--- config.mk ---
export PLATFORM = sky130hd
export DESIGN_NAME = mem_dump_reader
export DESIGN_NICKNAME = d
export VERILOG_FILES = /design/src/rtl/mem_dump_reader.sv
export SDC_FILE = /design/constraint.sdc
export NUM_CORES = 1
export LEC_CHECK = 0
export CORE_UTILIZATION = 48
export CTS_CLUSTER_SIZE = 40
export DETAILED_ROUTE_END_ITERATION = 8
export PLACE_DENSITY = 0.85
export SLEW_MARGIN = 10
export SYNTH_ARGS = -nofsm -noshare
export SYNTH_HDL_FRONTEND = slang
export SYNTH_SLANG_ARGS = --single-unit
--- constraint.sdc ---
create_clock -name clk -period 4.3 [get_ports clk]
set_clock_uncertainty 0.15 [all_clocks]
set_input_delay 0.86 -clock clk [delete_from_list [all_inputs] [get_ports clk]]
set_output_delay 0.86 -clock clk [all_outputs]
set_load 0.02 [all_outputs]
--- src/rtl/mem_dump_reader.sv ---
// Streams a contiguous window of bram32 words onto a valid/ready interface.
// Optional checksum trailer beat is enabled by defining DUMP_CHECKSUM_EN.
module mem_dump_reader #(
  parameter int ADDR_WIDTH = 10,
  parameter int DATA_WIDTH = 32,
  parameter int CNT_WIDTH  = 11
) (
  input  logic                  clk,
  input  logic                  rst,
  input  logic                  start,
  input  logic [ADDR_WIDTH-1:0] base_addr,
  input  logic [CNT_WIDTH-1:0]  word_count,
  output logic                  busy,
  output logic                  done,
  output logic                  mem_rd_en,
  output logic [ADDR_WIDTH-1:0] mem_addr,
  input  logic [DATA_WIDTH-1:0] mem_rd_data,
  output logic                  m_valid,
  output logic [DATA_WIDTH-1:0] m_data,
  output logic                  m_last,
  input  logic                  m_ready
);

  typedef enum logic [2:0] {
    S_IDLE,
    S_RD,
    S_WAIT,
    S_OUT,
    S_CSUM,
    S_FIN
  } state_t;

  state_t               state;
  logic [CNT_WIDTH-1:0] remaining;
`ifdef DUMP_CHECKSUM_EN
  logic [DATA_WIDTH-1:0] sum;
`endif

  // Every output is registered: it is set on the edge that enters the state it belongs to.
  always_ff @(posedge clk or negedge rst) begin
    if (!rst) begin
      state     <= S_IDLE;
      busy      <= 1'b0;
      done      <= 1'b0;
      mem_rd_en <= 1'b0;
      mem_addr  <= '0;
      m_valid   <= 1'b0;
      m_data    <= '0;
      m_last    <= 1'b0;
      remaining <= '0;
`ifdef DUMP_CHECKSUM_EN
      sum       <= '0;
`endif
    end else begin
      done      <= 1'b0;
      mem_rd_en <= 1'b0;
      case (state)
        S_IDLE: begin
          if (start) begin
            mem_addr  <= base_addr & ~ADDR_WIDTH'(3);
            remaining <= word_count;
`ifdef DUMP_CHECKSUM_EN
            sum       <= '0;
`endif
            if (word_count == '0) begin
`ifdef DUMP_CHECKSUM_EN
              state   <= S_CSUM;
              busy    <= 1'b1;
              m_valid <= 1'b1;
              m_data  <= '0;
              m_last  <= 1'b1;
`else
              state   <= S_FIN;
              done    <= 1'b1;
`endif
            end else begin
              state     <= S_RD;
              busy      <= 1'b1;
              mem_rd_en <= 1'b1;
            end
          end
        end
        S_RD: state <= S_WAIT;
        S_WAIT: begin
          m_data  <= mem_rd_data;
          m_valid <= 1'b1;
          state   <= S_OUT;
`ifdef DUMP_CHECKSUM_EN
          sum     <= sum + mem_rd_data;
          m_last  <= 1'b0;
`else
          m_last  <= (remaining == CNT_WIDTH'(1));
`endif
        end
        S_OUT: begin
          if (m_ready) begin
            m_valid   <= 1'b0;
            m_last    <= 1'b0;
            remaining <= remaining - CNT_WIDTH'(1);
            mem_addr  <= mem_addr + ADDR_WIDTH'(4);
            if (remaining == CNT_WIDTH'(1)) begin
`ifdef DUMP_CHECKSUM_EN
              // sum already includes the final word, captured in WAIT
              state   <= S_CSUM;
              m_valid <= 1'b1;
              m_data  <= sum;
              m_last  <= 1'b1;
`else
              state   <= S_FIN;
              busy    <= 1'b0;
              done    <= 1'b1;
`endif
            end else begin
              state     <= S_RD;
              mem_rd_en <= 1'b1;
            end
          end
        end
`ifdef DUMP_CHECKSUM_EN
        S_CSUM: begin
          if (m_ready) begin
            m_valid <= 1'b0;
            m_last  <= 1'b0;
            state   <= S_FIN;
            busy    <= 1'b0;
            done    <= 1'b1;
          end
        end
`endif
        S_FIN:   state <= S_IDLE;
        default: state <= S_IDLE;
      endcase
    end
  end

endmodule
==> metrics, run 1 <==
number of library cell types mapped by synthesis 52; crit path max fanout 21; Final Instance Count excl. Fillers 422; Top delay family on crit path simple AND/OR/NAND/NOR gates; Leak 1.60 nW; footprint of the multi-input gates 1210 µm²; Slew Limit Fails 0; CTS tree built; Hold Buf Count CTS 0; synthesis-stage register bit count 59; initial antenna violation count 0; number of cells after detailed placement 406; outcome completed; FF+latch area 1480 µm²; dpl hpwl 4780 µm; first-pass GRT wire length 11400 µm; Std-Cell Rows 27; CTS Buffer Depth 2; fmax 372 MHz; Buf/Inv on CP 1; initial DRC count 174; Synth Flop Type dfrtp_1; EDFF count, synth 0; Final Hold Fails 0; CTS buffer count 9; Critical Path AT 2.75 ns; Core Region 5610 µm²; ant diodes 0; fin crit share 62.5%; Seq/Total Area, Yosys 51.8%; NumNets Final 405; commonest non-fill, non-tap cells in the layout 98 x clkdlybuf4s50_1, 59 x dfrtp_1, 32 x mux2_2; CP max-delay cell clkdlybuf4s50_1; setup TNS 0 ns; CTS Root Cell clkbuf_8; async set-or-reset flop fraction in the synthesized netlist 100%; gpl congestion 0.819; Pre-Repair DR Iteration Count 4; number of global-route vias before repair 2415; largest net degree at the start of global routing 44; peak supply drop 0.439 mV; CTS clk-pin slew, worst paths 0.06 ns; Die Wd 79.0 µm; Hold WC Path Type flop to flop; Max-slew headroom 36.1%; Routed Antenna Nets 0; CP peak stage delay 0.53 ns; Critical Path Sink Type flop; CP Data Required Time 4.37 ns; clk_lat worst skew 0.34 ns; DIE AREA 6240 µm²; DR vias 2366; grt ovf 0; H-Tree Depth 3; Layout fillers 420; Critical Path Start Type input port; layout cells sized above 1 16.6%; CTS sink cnt 59; final setup fails 0; pwr/cell area 780 nW/µm²; DRC viols 0; Via-to-Cell Ratio 5.61; Die H 79.0 µm; wirelength, routed 6990 µm; crit path cell chain clkdlybuf4s50_1, or4b_4, nand2_1, o21ai_0, o2bb2ai_1; Worst-Margin Slew 0.958 ns; critical path class input port to flop; Syn. warnings 0; Synth Cell Area 2850 µm²; RSZ-0062 raised after global routing no; commonest non-fill, non-tap cell in the layout clkdlybuf4s50_1; Final Critical Period 2.69 ns; syn_area_per_cell 11.4 µm²; total of max-cap violations 0; post-cts resize count 0; area grow syn2layout 39.4%; Tot GR Track Use 24.1%; Initial Util 50.8%; Boundary Pins 104; routed len/inst 16.6 µm; post-CTS setup buffer count 0; Post-Synthesis Cells 250; Port Buffer Count 99
## path summary, 6_finish.rpt
| path | startpoint | to | slack [ns] | depth (start not counted) |
|---|---|---|---|---|
| worst max-delay path | start | remaining[5] | 1.61 | 5 |
| worst min register to register | m_data[18] | m_data[18] | 0.36 | 1 |
| worst max register to register | state[0] | remaining[5] | 2.07 | 4 |
| min in group asynchronous | rst | busy | 0.52 | 1 |
| max in group asynchronous | rst | m_last | 2.67 | 2 |
| worst min-delay path | m_data[18] | m_data[18] | 0.36 | 1 |
## cell families (layout without fill, tap and decap cells)
family | Yosys count | in the layout | share of synthesized area (%)
muxes | 33 | 33 | 13.0
and+or+nand+nor | 68 | 68 | 13.2
adders and majority gates | 3 | 3 | 1.32
DFF | 59 | 59 | 51.8
buffers and inverters | 22 | 121 | 5.84
other | 1 | 2 | 0.132
AOI/OAI and AO/OA | 64 | 64 | 14.6
## flip-flops by register name, indices dropped and copies added, names as in the netlist
signal,cells
m_data,32
remaining,11
mem_addr,8
state,3
busy,1
done,1
m_last,1
m_valid,1
mem_rd_en,1
## power by group
group | internal, W | switching [W]
registers | 0.000827 | 0.000226
logic | 0.000789 | 0.000804
clock network | 0.000239 | 0.000211
## synth_stat cells (3+ instances only)
cell	n	area (µm²)
inv_1	4	15.0
o22ai_1	5	31.3
dfrtp_1	59	1480
a31oi_1	3	18.8
a21oi_1	21	105
nor2_1	13	48.8
nand2b_1	3	18.8
nand2_1	12	45.0
ha_1	3	37.5
nor3_1	6	30.0
buf_4	6	45.0
and3_1	4	25.0
nand3_1	12	60.1
mux2_2	32	360
o21ai_0	11	55.1
buf_2	4	20.0
clkbuf_8	3	41.3
nor4_1	4	25.0
## area by class of cell
type	instances	share of cell area, %
clock buffer	14	4.10
clock inverter	2	0.252
inverter	4	0.378
multi-input combinational	170	30.6
sequential	59	37.2
tap	72	2.27
timing repair buffer	101	25.2
## routing by layer
metal  part of all wire [%]  vias up  global-route usage (%)
met4                    1.7        0                    12.9
met5                      0        -                       0
li1                       -     1102                       -
met1                     40     1156                    28.6
met3                    9.8       11                    9.66
met2                     48       97                    37.5
## metrics by stage
step	area, µm²	utilization [%]	hold WS (ns)	setup slack, ns	total power (W)
2_1_floorplan	2850	-	0.354	2.15	0.00206
3_3_place_gp	3800	67.7	0.318	1.30	0.00258
3_5_place_dp	3800	67.7	0.345	1.27	0.00264
4_1_cts	3970	70.8	0.360	1.63	0.00311
5_1_grt	3970	70.8	0.372	1.50	0.00329
6_report	3970	70.8	0.359	1.61	0.00310
Note: power is estimated with default switching activity, not from simulation.
==> run 2: changes to the inputs <==
--- a/config.mk
+++ b/config.mk
@@ -5,10 +5,10 @@
 export SDC_FILE = /design/constraint.sdc
 export NUM_CORES = 1
 export LEC_CHECK = 0
-export CORE_UTILIZATION = 48
+export CORE_UTILIZATION = 40
 export CTS_CLUSTER_SIZE = 40
 export DETAILED_ROUTE_END_ITERATION = 8
-export PLACE_DENSITY = 0.85
+export PLACE_DENSITY = 0.76
 export SLEW_MARGIN = 10
 export SYNTH_ARGS = -nofsm -noshare
 export SYNTH_HDL_FRONTEND = slang
==> constraint.sdc (replaced) <==
create_clock -name clk -period 2.36 [get_ports clk]
set_clock_uncertainty 0.15 [all_clocks]
set_input_delay 0.472 -clock clk [delete_from_list [all_inputs] [get_ports clk]]
set_output_delay 0.472 -clock clk [all_outputs]
set_load 0.02 [all_outputs]
==> run 2 against run 1 <==
Against the previous run: combinational power grew 88%; non-clock buffer count up 9; wire length decreased by 2.7%; highest routed layer unchanged; register-to-register slack lost 1.8 ns; sequential share of layout area decreased by 1.7 points; cell count grew 7.8%; setup slack worse by 1.3 ns.
==> metrics, run 2 (same netlist as run 1, synthesis figures left out) <==
outcome completed; RSZ-0062 raised after global routing no; critical path class flop to flop; fmax 485 MHz; setup TNS 0 ns (unchanged); DRC viols 0 (unchanged); Die H 86.4 µm (+9.3%); grt ovf 0 (unchanged); largest net degree at the start of global routing 41 (-6.8%); layout cells sized above 1 18.9% (+2.4 points); DIE AREA 7460 µm² (+19%); routed len/inst 14.9 µm (-9.8%); initial DRC count 76 (-56%); CTS Root Cell clkbuf_8; initial antenna violation count 0 (unchanged); peak supply drop 0.710 mV (+62%); H-Tree Depth 3 (unchanged); hold_ws 0.351 ns (-0.00706 ns); gpl congestion 0.763 (-6.8%); commonest non-fill, non-tap cell in the layout clkdlybuf4s50_1; Final Hold Fails 0 (unchanged); Sw Share 37.9% (-2.2 points); Final Critical Period 2.06 ns; Hold WC Path Type flop to flop; Initial Util 41.7% (-9.1 points); post-CTS setup buffer count 0 (unchanged); Critical Path AT 2.17 ns (-0.58 ns); Pre-Repair DR Iteration Count 4 (unchanged); Worst-Margin Slew 0.678 ns (-0.280 ns); Tot GR Track Use 19.4% (-4.8 points); Critical Path Start Type flop; max reg flops 32 (unchanged); area grow syn2layout 46.2%; top flop regs m_data: 32 flops, remaining: 11 flops, mem_addr: 8 flops; commonest non-fill, non-tap cells in the layout 98 x clkdlybuf4s50_1, 59 x dfrtp_1, 32 x mux2_2; Via-to-Cell Ratio 5.18 (-7.6%); register share of total power 32.0% (-2.0 points); clock power share 17.8% (+3.2 points); CTS tree built; Leak 1.68 nW (+4.9%); crit path max fanout 5 (-76%); CTS sink cnt 59 (unchanged); Boundary Pins 104 (unchanged); Slew Limit Fails 0 (unchanged); NumNets Final 414 (+2.2%); CTS buffer count 9 (unchanged); Most flops, register m_data; fin crit share 87.4%; P_sw 0.00225 W (+81%); post-cts resize count 0 (unchanged); Routed Antenna Nets 0 (unchanged); ant diodes 0 (unchanged); Layout fillers 558 (+33%); DR vias 2358 (-0.34%); Critical Path Sink Type flop; first-pass GRT wire length 11000 µm (-3.0%); dpl hpwl 4740 µm (-0.90%); Std-Cell Rows 30 (+11%); Die Wd 86.4 µm (+9.3%); wirelength, routed 6800 µm (-2.7%); pwr/cell area 1430 nW/µm² (+83%); CTS clk-pin slew, worst paths 0.07 ns (about the same); number of global-route vias before repair 2409 (-0.25%); Port Buffer Count 99 (unchanged); Hold Buf Count CTS 1 (+1); clk_lat worst skew 0.33 ns (about the same); Comb pwr share 50.3% (-1.2 points); final setup fails 0 (unchanged); CTS Buffer Depth 2 (unchanged); total of max-cap violations 0 (unchanged); CP Data Required Time 2.46 ns (-1.91 ns); Pint 0.00369 W (+99%); Max-slew headroom 54.7% (+19 points); Core Region 6830 µm² (+22%)
-- run 2: changes by cell type in the layout (fill, tap and decap cells not counted) --
cell and delta:
buf_4 +5, buf_12 +3, bufinv_16 +2, clkbuf_1 -2, clkinv_2 -1, clkinvlp_4 +1
dlygate4sd3_1 +1
-- run 2: final cells by class --
cell class              instances  area, µm²  area share, %
clock buffers                  12        155           3.73
multi-input cells             170       1210           29.2
inverters                       4       15.0          0.361
repair buffers                110       1110           26.6
well taps                      96        120           2.89
clock inverters                 4       72.6           1.74
flip-flops and latches         59       1480           35.5
-- run 2: layer usage --
metal,share of wire [%],track usage (%),up-vias
li1,-,-,1129
met2,45,28.9,87
met5,0,0,-
met4,1.1,8.03,0
met3,11,10.0,8
met1,43,23.6,1134
-- run 2: through the flow --
step / area [µm²] / worst slack [ns] / util [%] / total power [W] / instances
after global placement: 3930 / 0.138 / 57.5 / 0.00483 / 438
after global routing: 4160 / 0.122 / 60.9 / 0.00632 / 455
after floorplan: 2850 / 0.482 / - / 0.00376 / 251
after detailed placement: 3930 / 0.0977 / 57.5 / 0.00490 / 438
after CTS: 4160 / 0.299 / 60.9 / 0.00599 / 455
final: 4160 / 0.296 / 60.9 / 0.00594 / 455
-- run 2: critical path, stage by stage, from the launching register on --
cell and delay, ns:
dfrtp_1 0.43, inv_1 0.11, ha_1 0.21, or4b_4 0.51, or2_0 0.24, a21oi_1 0.16, a2bb2oi_1 0.17
-- run 2: power by group through the flow --
stage | sequential, W | clock, W | combinational [W]
after detailed placement | 0.00191 | 0 | 0.00300
after global routing | 0.00197 | 0.00113 | 0.00323
after global placement | 0.00188 | 0 | 0.00294
after floorplan | 0.00228 | 0 | 0.00147
after CTS | 0.00190 | 0.00108 | 0.00301
final | 0.00190 | 0.00105 | 0.00299
-- run 2: final timing paths --
path / start / endpoint / slack, ns / cells past startpoint
setup / recovery: remaining[0] / remaining[6] / 0.30 / 6
hold / removal: m_valid / m_valid / 0.35 / 1
setup reg to reg: remaining[0] / remaining[6] / 0.30 / 6
hold reg to reg: m_valid / m_valid / 0.35 / 1
max in group asynchronous: rst / mem_rd_en / 0.92 / 3
min in group asynchronous: rst / m_data[25] / 0.53 / 2
==> run 3: changes to the inputs <==
--- a/config.mk
+++ b/config.mk
@@ -9,7 +9,6 @@
 export CTS_CLUSTER_SIZE = 40
 export DETAILED_ROUTE_END_ITERATION = 8
 export PLACE_DENSITY = 0.76
-export SLEW_MARGIN = 10
 export SYNTH_ARGS = -nofsm -noshare
 export SYNTH_HDL_FRONTEND = slang
 export SYNTH_SLANG_ARGS = --single-unit
==> results of run 3 <==
Same layout as run 2: the final DEF is identical, and so are final timing and power.
